## config.mk

```make
export PLATFORM = sky130hd
export DESIGN_NAME = mem_ctrl
export DESIGN_NICKNAME = d
export VERILOG_FILES = /design/src/rtl/mem_ctrl_pkg.sv /design/src/rtl/mem_ctrl.sv
export SDC_FILE = /design/constraint.sdc
export NUM_CORES = 1
export LEC_CHECK = 0
export BUFFER_PORTS_ARGS = -buffer_cell sky130_fd_sc_hd__buf_2
export CORE_MARGIN = 10
export CORE_UTILIZATION = 53
export CTS_CLUSTER_DIAMETER = 100
export DETAILED_ROUTE_END_ITERATION = 16
export PLACE_DENSITY_LB_ADDON = 0.15
export RECOVER_POWER = 50
export SYNTH_ARGS = -nofsm -noshare
export SYNTH_HDL_FRONTEND = slang
export SYNTH_SLANG_ARGS = --single-unit
```

## constraint.sdc

```tcl
create_clock -name clk -period 3 [get_ports clk]
set_clock_uncertainty 0.2 [all_clocks]
set_input_delay 0.15 -clock clk [delete_from_list [all_inputs] [get_ports clk]]
set_output_delay 0.15 -clock clk [all_outputs]
set_load 0.02 [all_outputs]
```

## src/rtl/mem_ctrl_pkg.sv

```systemverilog
// Shared definitions for the single-port memory controller: FSM state
// encodings, mem_len codes, reset/write polarity constants and the
// length-to-byte-count helper.
package mem_ctrl_pkg;

  typedef enum logic [1:0] {
    ST_IDLE  = 2'b00,
    ST_READ  = 2'b01,
    ST_WRITE = 2'b10
  } state_e;

  localparam logic [1:0]  LEN_BYTE      = 2'b00;
  localparam logic [1:0]  LEN_HALF      = 2'b01;
  localparam logic [1:0]  LEN_WORD      = 2'b10;

  localparam logic        RST_ENABLE    = 1'b1;
  localparam logic [31:0] ZERO_WORD     = 32'h0000_0000;
  localparam logic        WRITE_ENABLE  = 1'b1;
  localparam logic        WRITE_DISABLE = 1'b0;

  // Which requester owns the transfer in flight.
  localparam logic        SRC_IF        = 1'b0;
  localparam logic        SRC_MEM       = 1'b1;

  // Number of RAM byte transfers for a mem_len code; 2'b11 behaves as a word.
  function automatic logic [2:0] len_to_bytes(input logic [1:0] len);
    logic [2:0] n;
    case (len)
      LEN_BYTE: n = 3'd1;
      LEN_HALF: n = 3'd2;
      LEN_WORD: n = 3'd4;
      default:  n = 3'd4;
    endcase
    return n;
  endfunction

endpackage

```

## src/rtl/mem_ctrl.sv

```systemverilog
// Single-port memory controller: arbitrates IF fetches and MEM loads/stores
// onto one byte-wide RAM port, sequences 1/2/4-byte transfers and assembles
// or splits 32-bit words.
// Optional feature: define MEM_CTRL_IF_FLUSH_EN to add the if_flush input,
// which cancels an in-flight fetch and blocks fetch acceptance in IDLE.
module mem_ctrl
  import mem_ctrl_pkg::*;
#(
  parameter int ADDR_W = 32,
  parameter int DATA_W = 32
) (
  input  logic              clk,
  input  logic              rst,
`ifdef MEM_CTRL_IF_FLUSH_EN
  input  logic              if_flush,
`endif
  input  logic              if_req,
  input  logic [ADDR_W-1:0] if_addr,
  output logic [DATA_W-1:0] if_inst,
  output logic              if_done,
  input  logic              mem_req,
  input  logic              mem_we,
  input  logic [1:0]        mem_len,
  input  logic [ADDR_W-1:0] mem_addr,
  input  logic [DATA_W-1:0] mem_wdata,
  output logic [DATA_W-1:0] mem_rdata,
  output logic              mem_done,
  output logic [ADDR_W-1:0] ram_a,
  output logic [7:0]        ram_dout,
  output logic              ram_wr,
  input  logic [7:0]        ram_din,
  output logic              stallreq_if,
  output logic              stallreq_mem,
  output logic              busy
);

  localparam logic [ADDR_W-1:0] ADDR_ONE = {{(ADDR_W-1){1'b0}}, 1'b1};

  state_e            state_r,     state_s;
  logic              src_r,       src_s;
  logic [2:0]        n_r,         n_s;
  logic [2:0]        cnt_r,       cnt_s;
  logic [DATA_W-1:0] wdata_r,     wdata_s;
  logic [DATA_W-1:0] buf_r,       buf_s;
  logic [ADDR_W-1:0] ram_a_r,     ram_a_s;
  logic [7:0]        ram_dout_r,  ram_dout_s;
  logic              ram_wr_r,    ram_wr_s;
  logic              if_done_r,   if_done_s;
  logic              mem_done_r,  mem_done_s;
  logic [DATA_W-1:0] if_inst_r,   if_inst_s;
  logic [DATA_W-1:0] mem_rdata_r, mem_rdata_s;

  logic              flush_s;
  logic [1:0]        rd_idx_s;
  logic [1:0]        wr_idx_s;

`ifdef MEM_CTRL_IF_FLUSH_EN
  assign flush_s = if_flush;
`else
  assign flush_s = 1'b0;
`endif

  // A read captures the byte addressed one cycle earlier, so the byte lane
  // trails the counter by one; a write prepares the lane after the current one.
  assign rd_idx_s = cnt_r[1:0] - 2'd1;
  assign wr_idx_s = cnt_r[1:0] + 2'd1;

  assign if_inst      = if_inst_r;
  assign if_done      = if_done_r;
  assign mem_rdata    = mem_rdata_r;
  assign mem_done     = mem_done_r;
  assign ram_a        = ram_a_r;
  assign ram_dout     = ram_dout_r;
  assign ram_wr       = ram_wr_r;
  assign stallreq_if  = if_req & ~if_done_r;
  assign stallreq_mem = mem_req & ~mem_done_r;
  assign busy         = (state_r != ST_IDLE);

  // Next-state, arbitration and datapath update for the transfer sequencer.
  always_comb begin
    state_s     = state_r;
    src_s       = src_r;
    n_s         = n_r;
    cnt_s       = cnt_r;
    wdata_s     = wdata_r;
    buf_s       = buf_r;
    ram_a_s     = ram_a_r;
    ram_dout_s  = ram_dout_r;
    ram_wr_s    = WRITE_DISABLE;
    if_done_s   = 1'b0;
    mem_done_s  = 1'b0;
    if_inst_s   = if_inst_r;
    mem_rdata_s = mem_rdata_r;

    case (state_r)
      ST_IDLE: begin
        if (if_done_r || mem_done_r) begin
          // Completion cycle: the finished requester is dropping its req,
          // so nothing is accepted until the following cycle.
          state_s = ST_IDLE;
        end else if (mem_req) begin
          // MEM holds the older instruction and always wins.
          src_s   = SRC_MEM;
          n_s     = len_to_bytes(mem_len);
          cnt_s   = 3'd0;
          ram_a_s = mem_addr;
          buf_s   = DATA_W'(ZERO_WORD);
          if (mem_we) begin
            state_s    = ST_WRITE;
            wdata_s    = mem_wdata;
            ram_wr_s   = WRITE_ENABLE;
            ram_dout_s = mem_wdata[7:0];
          end else begin
            state_s    = ST_READ;
          end
        end else if (if_req && !flush_s) begin
          src_s   = SRC_IF;
          n_s     = 3'd4;
          cnt_s   = 3'd0;
          ram_a_s = if_addr;
          buf_s   = DATA_W'(ZERO_WORD);
          state_s = ST_READ;
        end else begin
          state_s = ST_IDLE;
        end
      end

      ST_READ: begin
        if ((src_r == SRC_IF) && flush_s) begin
          // Cancelled fetch: drop the partial word, no completion pulse.
          state_s = ST_IDLE;
          cnt_s   = 3'd0;
        end else begin
          if (cnt_r != 3'd0) begin
            buf_s[{rd_idx_s, 3'b000} +: 8] = ram_din;
          end else begin
            buf_s = buf_r;
          end
          if (cnt_r == n_r) begin
            // Tail cycle: last byte captured, publish the word.
            state_s = ST_IDLE;
            cnt_s   = 3'd0;
            if (src_r == SRC_MEM) begin
              mem_done_s  = 1'b1;
              mem_rdata_s = buf_s;
            end else begin
              if_done_s   = 1'b1;
              if_inst_s   = buf_s;
            end
          end else begin
            cnt_s = cnt_r + 3'd1;
            if (cnt_r < (n_r - 3'd1)) begin
              ram_a_s = ram_a_r + ADDR_ONE;
            end else begin
              ram_a_s = ram_a_r;
            end
          end
        end
      end

      ST_WRITE: begin
        if (cnt_r == (n_r - 3'd1)) begin
          // Last byte is on the port this cycle.
          state_s    = ST_IDLE;
          cnt_s      = 3'd0;
          mem_done_s = 1'b1;
        end else begin
          cnt_s      = cnt_r + 3'd1;
          ram_a_s    = ram_a_r + ADDR_ONE;
          ram_dout_s = wdata_r[{wr_idx_s, 3'b000} +: 8];
          ram_wr_s   = WRITE_ENABLE;
        end
      end

      default: begin
        state_s = ST_IDLE;
        cnt_s   = 3'd0;
      end
    endcase
  end

  // State and output registers; reset abandons any transfer without a done pulse.
  always_ff @(posedge clk) begin
    if (rst == RST_ENABLE) begin
      state_r     <= ST_IDLE;
      src_r       <= SRC_IF;
      n_r         <= 3'd0;
      cnt_r       <= 3'd0;
      wdata_r     <= DATA_W'(ZERO_WORD);
      buf_r       <= DATA_W'(ZERO_WORD);
      ram_a_r     <= {ADDR_W{1'b0}};
      ram_dout_r  <= 8'h00;
      ram_wr_r    <= WRITE_DISABLE;
      if_done_r   <= 1'b0;
      mem_done_r  <= 1'b0;
      if_inst_r   <= DATA_W'(ZERO_WORD);
      mem_rdata_r <= DATA_W'(ZERO_WORD);
    end else begin
      state_r     <= state_s;
      src_r       <= src_s;
      n_r         <= n_s;
      cnt_r       <= cnt_s;
      wdata_r     <= wdata_s;
      buf_r       <= buf_s;
      ram_a_r     <= ram_a_s;
      ram_dout_r  <= ram_dout_s;
      ram_wr_r    <= ram_wr_s;
      if_done_r   <= if_done_s;
      mem_done_r  <= mem_done_s;
      if_inst_r   <= if_inst_s;
      mem_rdata_r <= mem_rdata_s;
    end
  end

endmodule

```

# Yosys cells after proc, flatten, opt, wreduce, memory -nomap -nowiden
# Index checks and enable logic that the tools add are counted.
[word_totals]
mem_bits_ro = 0
input_bits = 111
ram_bits = 0
latchBits = 0
mem_count = 0
regBits = 180
elab_cells = 110
output_inout_bits = 110
[op_classes]
eq_ne = 14
n_bitwise = 8
add_sub_neg = 6
multipliers = 0
n_lt_le_gt_ge = 1
shifts = 3
muxes = 46
n_div = 0
reduce_logical = 19
[op_table]
columns = ["cell", "count"]
rows = [
  ["2-to-1 mux 32 bit", 10],
  ["one-hot mux 32 bit (3 select lines)", 1],
  ["one-hot mux 32 bit (2 select lines)", 1],
  ["adder 32 x 1 -> 32 bit (second input constant)", 1],
  ["bitwise mux 32 bit", 1],
  ["2-to-1 mux 8 bit", 4],
  ["variable shift 8 x 7 -> 32 bit (first input constant)", 1],
  ["variable part select 32 x 6 -> 8 bit", 1],
  ["variable part select 8 x 7 -> 32 bit", 1],
  ["2-to-1 mux 3 bit", 7],
  ["inequality test 2 bit (second input constant)", 8],
  ["one-hot mux 8 bit (2 select lines)", 1],
  ["AND reduction 3 bit", 4],
  ["2-to-1 mux 1 bit", 11],
  ["2-to-1 mux 2 bit", 5],
  ["one-hot mux 3 bit (3 select lines)", 1],
  ["nonzero test 2 bit", 4],
  ["negation 5 -> 7 bit", 1],
  ["== test 3 bit", 2],
  ["inverter 1 bit", 6],
  ["one-hot mux 2 bit (3 select lines)", 1],
  ["one-hot mux 3 bit (2 select lines)", 1],
  ["AND reduction 6 bit", 1],
  ["nonzero test 3 bit", 2],
  ["other kinds (16)", 21],
]

# Longest topological paths before layout
# Gate-level depths: netlist (run 1).
[logic_depth]
depth_word = 6
mapped_depth = 11
ltp_nobuf = 9

# Worst setup path after synthesis (run 1)
# No wires, ideal clock.
[synth_timing]
path_type = "reg-to-reg"
start = "reg cnt_r[0]"
end = "reg ram_a_r[15] (netlist: ram_a[15])"
setup_slack_ns = 0.354
required_time_ns = 2.668
path_stages_with_launch = 10
setup_ns = 0.132
arrival_ns = 2.314
period_less_slack_ns = 2.646
n_path_buf = 2
cell_sequence = "dfxtp_1 > buf_2 > inv_1 > ha_1 > nand3_1 > nor2_2 > a2111o_4 > buf_2 > o31ai_1 > a21oi_1"
[synth_between]
elab_chain_cells = 3
elab_cells_between_ends = 7
cone_classes = "1 x order compare; 5 x eq/ne; 1 x reduce/logical"
[synth_rtl]
columns = ["item", "line", "text"]
rows = [
  ["from (decl)", "mem_ctrl.sv:42", "logic [2:0] cnt_r, cnt_s;"],
  ["from (signal assigned)", "mem_ctrl.sv:202", "cnt_r <= cnt_s;"],
  ["less-than comparator 3 bit, or another cell as far along", "mem_ctrl.sv:152", "if (cnt_r < (n_r - 3'd1)) begin"],
  ["inequality test 2 bit (no source line)", "n/a", ""],
  ["AND reduction 6 bit (no source line) (*)", "n/a", ""],
  ["to (signal assigned)", "mem_ctrl.sv:191", "ram_a_r <= {ADDR_W{1'b0}};"],
  ["to (signal assigned)", "mem_ctrl.sv:205", "ram_a_r <= ram_a_s;"],
  ["to (decl)", "mem_ctrl.sv:45", "logic [ADDR_W-1:0] ram_a_r, ram_a_s;"],
]
# Mark *: on every way between the ends. The rest lies on a longest branch, timed or not.
# A chain may end at the register's enable or synchronous reset.

# Worst setup path in the final report (run 1)
[layout_timing]
start = "reg n_r[1]"
end = "reg ram_a_r[31] (netlist: ram_a[31])"
[layout_between]
elab_chain_cells = 4
elab_cells_between_ends = 8
cone_classes = "1 x add/sub; 1 x order compare; 5 x eq/ne; 1 x reduce/logical"
[layout_rtl]
columns = ["item", "line", "text"]
rows = [
  ["from (decl)", "mem_ctrl.sv:41", "logic [2:0] n_r, n_s;"],
  ["from (signal assigned)", "mem_ctrl.sv:201", "n_r <= n_s;"],
  ["subtractor 3 x 1 -> 3 bit", "mem_ctrl.sv:152, mem_ctrl.sv:162", ""],
  ["less-than comparator 3 bit or == test 3 bit (tied branches)", "mem_ctrl.sv:152, mem_ctrl.sv:162", ""],
  ["inequality test 2 bit (no source line)", "n/a", ""],
  ["AND reduction 6 bit (no source line) (*)", "n/a", ""],
]
# Marked as above.

==> results of run 1 <==
## sequential cells by signal, summed over array words and instances, names as in the netlist
name / flops
src_r: 1
if_done: 1
mem_rdata: 32
wdata_r: 32
cnt_r: 3
ram_wr: 1
ram_dout: 8
ram_a: 32
state_r: 2
n_r: 3
buf_r: 32
mem_done: 1
if_inst: 32
## worst reg2reg max path: cells and delay by family, from the launching register on
family	cells	cell delay, ns
DFF	1	0.36
xor gates and xnor gates	1	0.12
AOI/OAI and AO/OA	4	1.11
buffers and inverters	1	0.06
adders and majority gates	2	0.48
and+or+nand+nor	1	0.41
## how the worst max path moves through the flow
stage	slack, ns	to	cells after the start
floorplan	0.35	ram_a[15]	9
global placement	0.30	ram_a[31]	9
detailed placement	0.20	ram_a[31]	9
CTS	0.19	ram_a[31]	9
global route	0.09	ram_a[31]	9
finish	0.18	ram_a[31]	9
## routing by layer
metal  track usage, %  up-vias
met2             39.8      347
met4             6.54        0
li1                 -     4149
met5                0        -
met1             28.4     3997
met3             6.05       41
## area by class of cell
class,count,area (µm²)
clock buffers,19,453
multi-input cells,706,4520
repair buffers,311,1870
clock inverters,13,146
diodes,2,5.00
fillers,1387,4940
inverters,22,82.6
well taps,216,270
flip-flops and latches,180,3600
## cell families (layout without fill, tap and decap cells)
kind of cell | Yosys count | count (layout) | share of synthesized area [%]
AND/OR/NAND/NOR | 340 | 340 | 17.8
AO/OA/AOI/OAI | 299 | 299 | 25.3
flip-flops | 180 | 180 | 41.9
buffers and inverters | 104 | 365 | 5.51
multiplexers | 49 | 49 | 7.02
adder cells (fa/ha/maj) | 15 | 15 | 2.18
XOR/XNOR | 3 | 3 | 0.306
other | 0 | 2 | 0
## placed cells by master (no fill, tap or decap), drive strengths merged, types with 5 or more instances in the layout
cell,Yosys,final
nor4,5,5
o32ai,8,8
dfxtp,180,180
a21oi,55,55
a31oi,19,19
and4,6,6
and3,7,7
ha,15,15
o21ai,20,20
a211oi,85,85
mux2i,31,31
mux4,8,8
clkinv,1,7
buf,33,128
mux2,10,10
a22oi,33,33
clkbuf,49,132
nand2,116,116
nand4,15,15
dlygate4sd3,0,70
a2bb2oi,32,32
o31ai,16,16
nor3,12,12
inv,21,25
nand3,21,21
o211ai,6,6
nor2,137,137
## per-stage QoR
step                std cells  cell area (µm²)  power [µW]  util, %  worst slack [ns]
finish                   1469            10900        6580     68.9             0.184
global route             1469            10900        6880     68.9            0.0919
CTS                      1467            11100        6640     69.8             0.185
detailed placement       1365             9800        4320     61.7             0.198
global placement         1365             9800        4290     61.7             0.303
floorplan                 990             8590        3820        -             0.354
## cell usage after synthesis (all sizes together) (4+ instances only)
| cell type | number | area, µm² |
|---|---|---|
| nand4 | 15 | 93.8 |
| nor2 | 137 | 519 |
| mux2i | 31 | 310 |
| o31a | 4 | 35.0 |
| nor2b | 4 | 25.0 |
| o31ai | 16 | 120 |
| a22oi | 33 | 248 |
| o21ai | 20 | 100 |
| o32ai | 8 | 70.1 |
| mux2 | 10 | 113 |
| o211ai | 6 | 45.0 |
| and3 | 7 | 43.8 |
| buf | 33 | 206 |
| nor3 | 12 | 60.1 |
| nand2 | 116 | 435 |
| and4 | 6 | 53.8 |
| mux4 | 8 | 180 |
| a21oi | 55 | 279 |
| clkbuf | 49 | 184 |
| a2bb2oi | 32 | 280 |
| dfxtp | 180 | 3600 |
| a31oi | 19 | 119 |
| o211a | 4 | 40.0 |
| inv | 21 | 78.8 |
| ha | 15 | 188 |
| nor4 | 5 | 37.5 |
| a211oi | 85 | 638 |
| nand3 | 21 | 115 |
## power breakdown
group / switching (µW) / leakage [µW] / internal [µW]
logic: 961 / 0.00224 / 572
clock network: 976 / 0.000296 / 1290
registers: 195 / 0.00147 / 2590
total: 2130 / 0.00401 / 4450
## repair_timing
item	in CTS	in global routing
endpoints found under the hold margin	76	0
endpoints found under the setup margin	0	0
hold buffers	70	0
==> metrics.txt, run 1 <==
crit path max-delay cell type=a2111o_4; drt first pass iters=6; PostCTS Resize Cnt=0; Syn Area/Cell=8.68 µm²; sequential fraction of the synthesis area=41.9%; Worst Hold End=ram_a[7]; reg2reg end=ram_a[31]; CP Launch Type=register; top_reg_cell synth=dfxtp_1; Cell Pwr Density=601 nW/µm²; CP Buf/Inv Count=1; yosys warns=0; Peak VDD IR=546 µV; vias in the first global route=8223; cell count after synthesis=990; initial DRC count=546; clk root buf=clkbuf_16; crit-path most repeated cell=ha_1; Setup Fix Bufs, Post-CTS=0; Layout Nets=1364; wire length on met2=~13000 µm; largest net degree at the start of global routing=91; DRC=0; Worst EP required=3.14 ns; core area=15900 µm²; Die Wd=147 µm; synthesis-to-layout area growth=27.5%; unrepaired setup endpoints after global routing=no; max incr delay on CP=0.64 ns; hold path cells=5; worst hold margin=0.0116 ns; Netlist cell types=61; CP Cell Sequence=inv_1 > ha_1 > xnor2_1 > ha_1 > a21oi_1 > o21ai_1 > a2111o_4 > or3_1 > a41oi_2; cells on worst reg2reg path=9; LEAKAGE=0.00401 µW; Max FO, Critical Path=16; Sinks on Clock Net=180; die area=21700 µm²; grt ovf=0; Synth Cell Area=8590 µm²; Core Rows=46; share of cells above drive strength 1=between 10% and 20%; Setup CP Type=reg2reg; maximum clock path buffer count=2; DRT Wirelength=approximately 26000 µm; Slew HR=19.6%; r2r setup slk=0.18 ns; final worst-path cycle share=93.9%; Tmin final=2.82 ns; slew at the pin closest to its max-slew limit=1.21 ns; number of synthesized flops with an enable pin=0; class of the tightest hold or removal check=in2reg; pins over their slew limit=0; Max Cap Viol=0; syn nets=1116; initial antenna violation count=2; # port buffers=220; Starting Density=54.1%; IO Pins=221; highest metal used=met4; routed wl met3=1940 µm; WL per Instance=18.0 µm; Die Span Y=147 µm; CP endpoint kind=register; gp weighted congestion=0.851; Hold Fails Final Rpt=0; # setup viols final=0; first-pass GRT wire length=42400 µm; run status=completed; WP data arrival=2.95 ns; via count=around 8500; GRT Total Usage=23.4%; f_max=between 300 and 400 MHz; fraction of registers with async set/reset=0%; #FFs+latches synth=180; Worst Hold Launch=if_addr[7]; CTS tree=yes; clk_lat worst skew=0.42 ns; H-tree Lvls=4; delay-heaviest family, CP=compound AO/OA/AOI/OAI gates; Num CTS Buffers=17; Post-DRT Antenna Nets=0; Worst Setup SP=n_r[1]; reg2reg start=n_r[1]; Via-to-Cell Ratio=roughly 5.8; met1 wire length=between 10000 and 15000 µm; setup TNS=0 ns; Worst-path clk slew=about 0.070 ns; DP Wirelength=17100 µm
No activity file was read; power rests on OpenSTA's default activity.
==> run 2, diff against run 1 <==
--- a/config.mk
+++ b/config.mk
@@ -7,11 +7,11 @@
 export LEC_CHECK = 0
 export BUFFER_PORTS_ARGS = -buffer_cell sky130_fd_sc_hd__buf_2
 export CORE_MARGIN = 10
-export CORE_UTILIZATION = 53
+export CORE_UTILIZATION = 50
 export CTS_CLUSTER_DIAMETER = 100
 export DETAILED_ROUTE_END_ITERATION = 16
+export HOLD_SLACK_MARGIN = 0.12
 export PLACE_DENSITY_LB_ADDON = 0.15
-export RECOVER_POWER = 50
 export SYNTH_ARGS = -nofsm -noshare
 export SYNTH_HDL_FRONTEND = slang
 export SYNTH_SLANG_ARGS = --single-unit
==> run 2 against run 1 <==
- sequential power about the same
- sequential share of layout area decreased by 1.9 points
- hold slack gained 0.13 ns
- critical path depth is 1 lower
- largest power group unchanged
==> metrics.txt, run 2 (same netlist as run 1, synthesis figures left out) <==
run status=completed; CP endpoint kind=register; synthesis-to-layout area growth=35.1%; Die Wd=151 µm (+2.6%); Max Cap Viol=0 (unchanged); cells on worst reg2reg path=8 (-1); pins over their slew limit=0 (unchanged); Num CTS Buffers=17 (unchanged); final design instance area without fill=11600 µm² (+6.0%); die area=22800 µm² (+5.2%); Starting Density=51.4% (-2.6 points); Via-to-Cell Ratio=5.83 (+0.32%); DP Wirelength=17400 µm (+1.7%); CP Buf/Inv Count=3 (+2); final worst-path cycle share=93.2% (-0.67 points); slew at the pin closest to its max-slew limit=0.671 ns (-0.535 ns); # setup viols final=0 (unchanged); Worst Hold End=ram_a[5]; Worst Hold Launch=mem_addr[5]; vias in the first global route=8684 (+5.6%); Cell Pwr Density=584 nW/µm² (-2.8%); H-tree Lvls=4 (unchanged); hold path cells=6 (+1); CTS tree=yes; LEAKAGE=0.00466 µW (+16%); IO Pins=221 (unchanged); worst hold margin=0.146 ns (+0.135 ns); pre-CTS WS=0.255 ns (+0.0565 ns); f_max=358 MHz (+0.72%); Layout Nets=1410 (+3.4%); delay-heaviest family, CP=buffers and inverters; first-pass GRT wire length=44600 µm (+5.1%); Die Span Y=151 µm (+2.6%); GRT Total Usage=23.7% (+0.36 points); CP Launch Type=register; Tmin final=2.80 ns (-0.0201 ns); clk root buf=clkbuf_16; commonest non-fill, non-tap cells in the layout=buf_2 (219), dfxtp_1 (180), nor2_1 (134); grt ovf=0 (unchanged); WL per Instance=18.1 µm (+0.60%); Sinks on Clock Net=180 (unchanged); largest net degree at the start of global routing=70 (-23%); unrepaired setup endpoints after global routing=no; max incr delay on CP=0.58 ns (-0.06 ns); Slew HR=54.8% (+35 points); CP Cell Sequence=inv_1 > ha_1 > nor3b_4 > o21ai_1 > a22oi_1 > dlygate4sd3_1 > nor2_1 > dlygate4sd3_1; Worst-path clk slew=0.07 ns (about the same); most common cell after layout, fill and taps aside=buf_2; share of cells above drive strength 1=24.1% (+8.2 points); core area=16700 µm² (+5.1%); Setup CP Type=reg2reg; Hold Fails Final Rpt=0 (unchanged); Placed Area=9820 µm² (+0.26%); Setup Fix Bufs, Post-CTS=0 (unchanged); Peak VDD IR=467 µV (-15%); r2r setup slk=0.20 ns (+0.02 ns); # port buffers=220 (unchanged); Core Rows=47 (+2.2%); class of the tightest hold or removal check=in2reg; initial antenna violation count=1 (-1); WP data arrival=2.90 ns (-0.05 ns); reg2reg end=n_r[1]; DRC=0 (unchanged); crit path max-delay cell type=dlygate4sd3_1; via count=8841 (+3.6%); crit-path most repeated cell=dlygate4sd3_1; Fillers=1304 (-6.0%); clk_lat worst skew=0.43 ns (about the same); Max FO, Critical Path=6 (-10); drt first pass iters=8 (+2); Setup WS post-layout=0.204 ns (+0.0201 ns); Post-DRT Antenna Nets=0 (unchanged); DRT Wirelength=27500 µm (+3.9%); gp weighted congestion=0.872 (+2.4%); setup TNS=0 ns (unchanged); Worst EP required=3.10 ns (-0.04 ns); maximum clock path buffer count=2 (unchanged); initial DRC count=688 (+26%); Power, Total=6780 µW (+3.0%); reg2reg start=state_r[0]
-- run 2: cell count changes in the layout (fill, tap and decap cells not counted), moves of 2 or more --
cell           change
inv_6              -2
clkbuf_2           -3
buf_4              +3
buf_2            +110
dlygate4sd3_1     +45
clkbuf_1         -109
clkinv_2           -2
-- run 2: what timing repair did --
item                                    4_1_cts  5_1_grt
resized for setup                             0        4
endpoints found under the hold margin       170        0
hold buffers                                115        0
endpoints found under the setup margin        0        1
-- run 2: metal layers --
| metal | track usage (%) | routed length [µm] |
|---|---|---|
| met2 | 38.8 | 13100 |
| met4 | 6.88 | 544 |
| met3 | 6.98 | 2460 |
| met1 | 29.6 | 11300 |
| met5 | 0 | 0 |
-- run 2: power breakdown --
part           switching [µW]  total (µW)  internal (µW)
clock                     950        2330           1380
sequential                195        2780           2590
combinational             982        1660            679
-- run 2: layout make-up --
type                       instances  area, µm²  share of cell area, %
multi-input combinational        706       4540                   39.1
sequential                       180       3600                   31.1
timing repair buffer             357       2490                   21.4
clock buffer                      21        470                   4.05
tap                              220        275                   2.37
clock inverter                    10        148                   1.27
inverter                          22       82.6                  0.712
antenna                            1       2.50                 0.0216
-- run 2: worst max path at each step --
stage                end  startpoint  depth (start not counted)
2_1_floorplan  ram_a[15]    cnt_r[0]                          9
3_3_place_gp   ram_a[31]      n_r[1]                          9
3_5_place_dp   ram_a[31]      n_r[1]                          9
4_1_cts           n_r[1]  state_r[0]                          8
5_1_grt           n_r[1]  state_r[0]                          8
6_report          n_r[1]  state_r[0]                          8
-- run 2: metrics by stage --
step | cells | util [%]
2_1_floorplan | 990 | -
3_3_place_gp | 1370 | 58.8
3_5_place_dp | 1370 | 58.8
4_1_cts | 1516 | 69.4
5_1_grt | 1517 | 69.5
6_report | 1517 | 69.5
-- run 2: worst register-to-register path, stage by stage, from the launching register on --
cell and delay [ns]:
dfxtp_1 0.34, inv_1 0.10, ha_1 0.19, nor3b_4 0.29
o21ai_1 0.18, a22oi_1 0.17, dlygate4sd3_1 0.57, nor2_1 0.04
dlygate4sd3_1 0.59
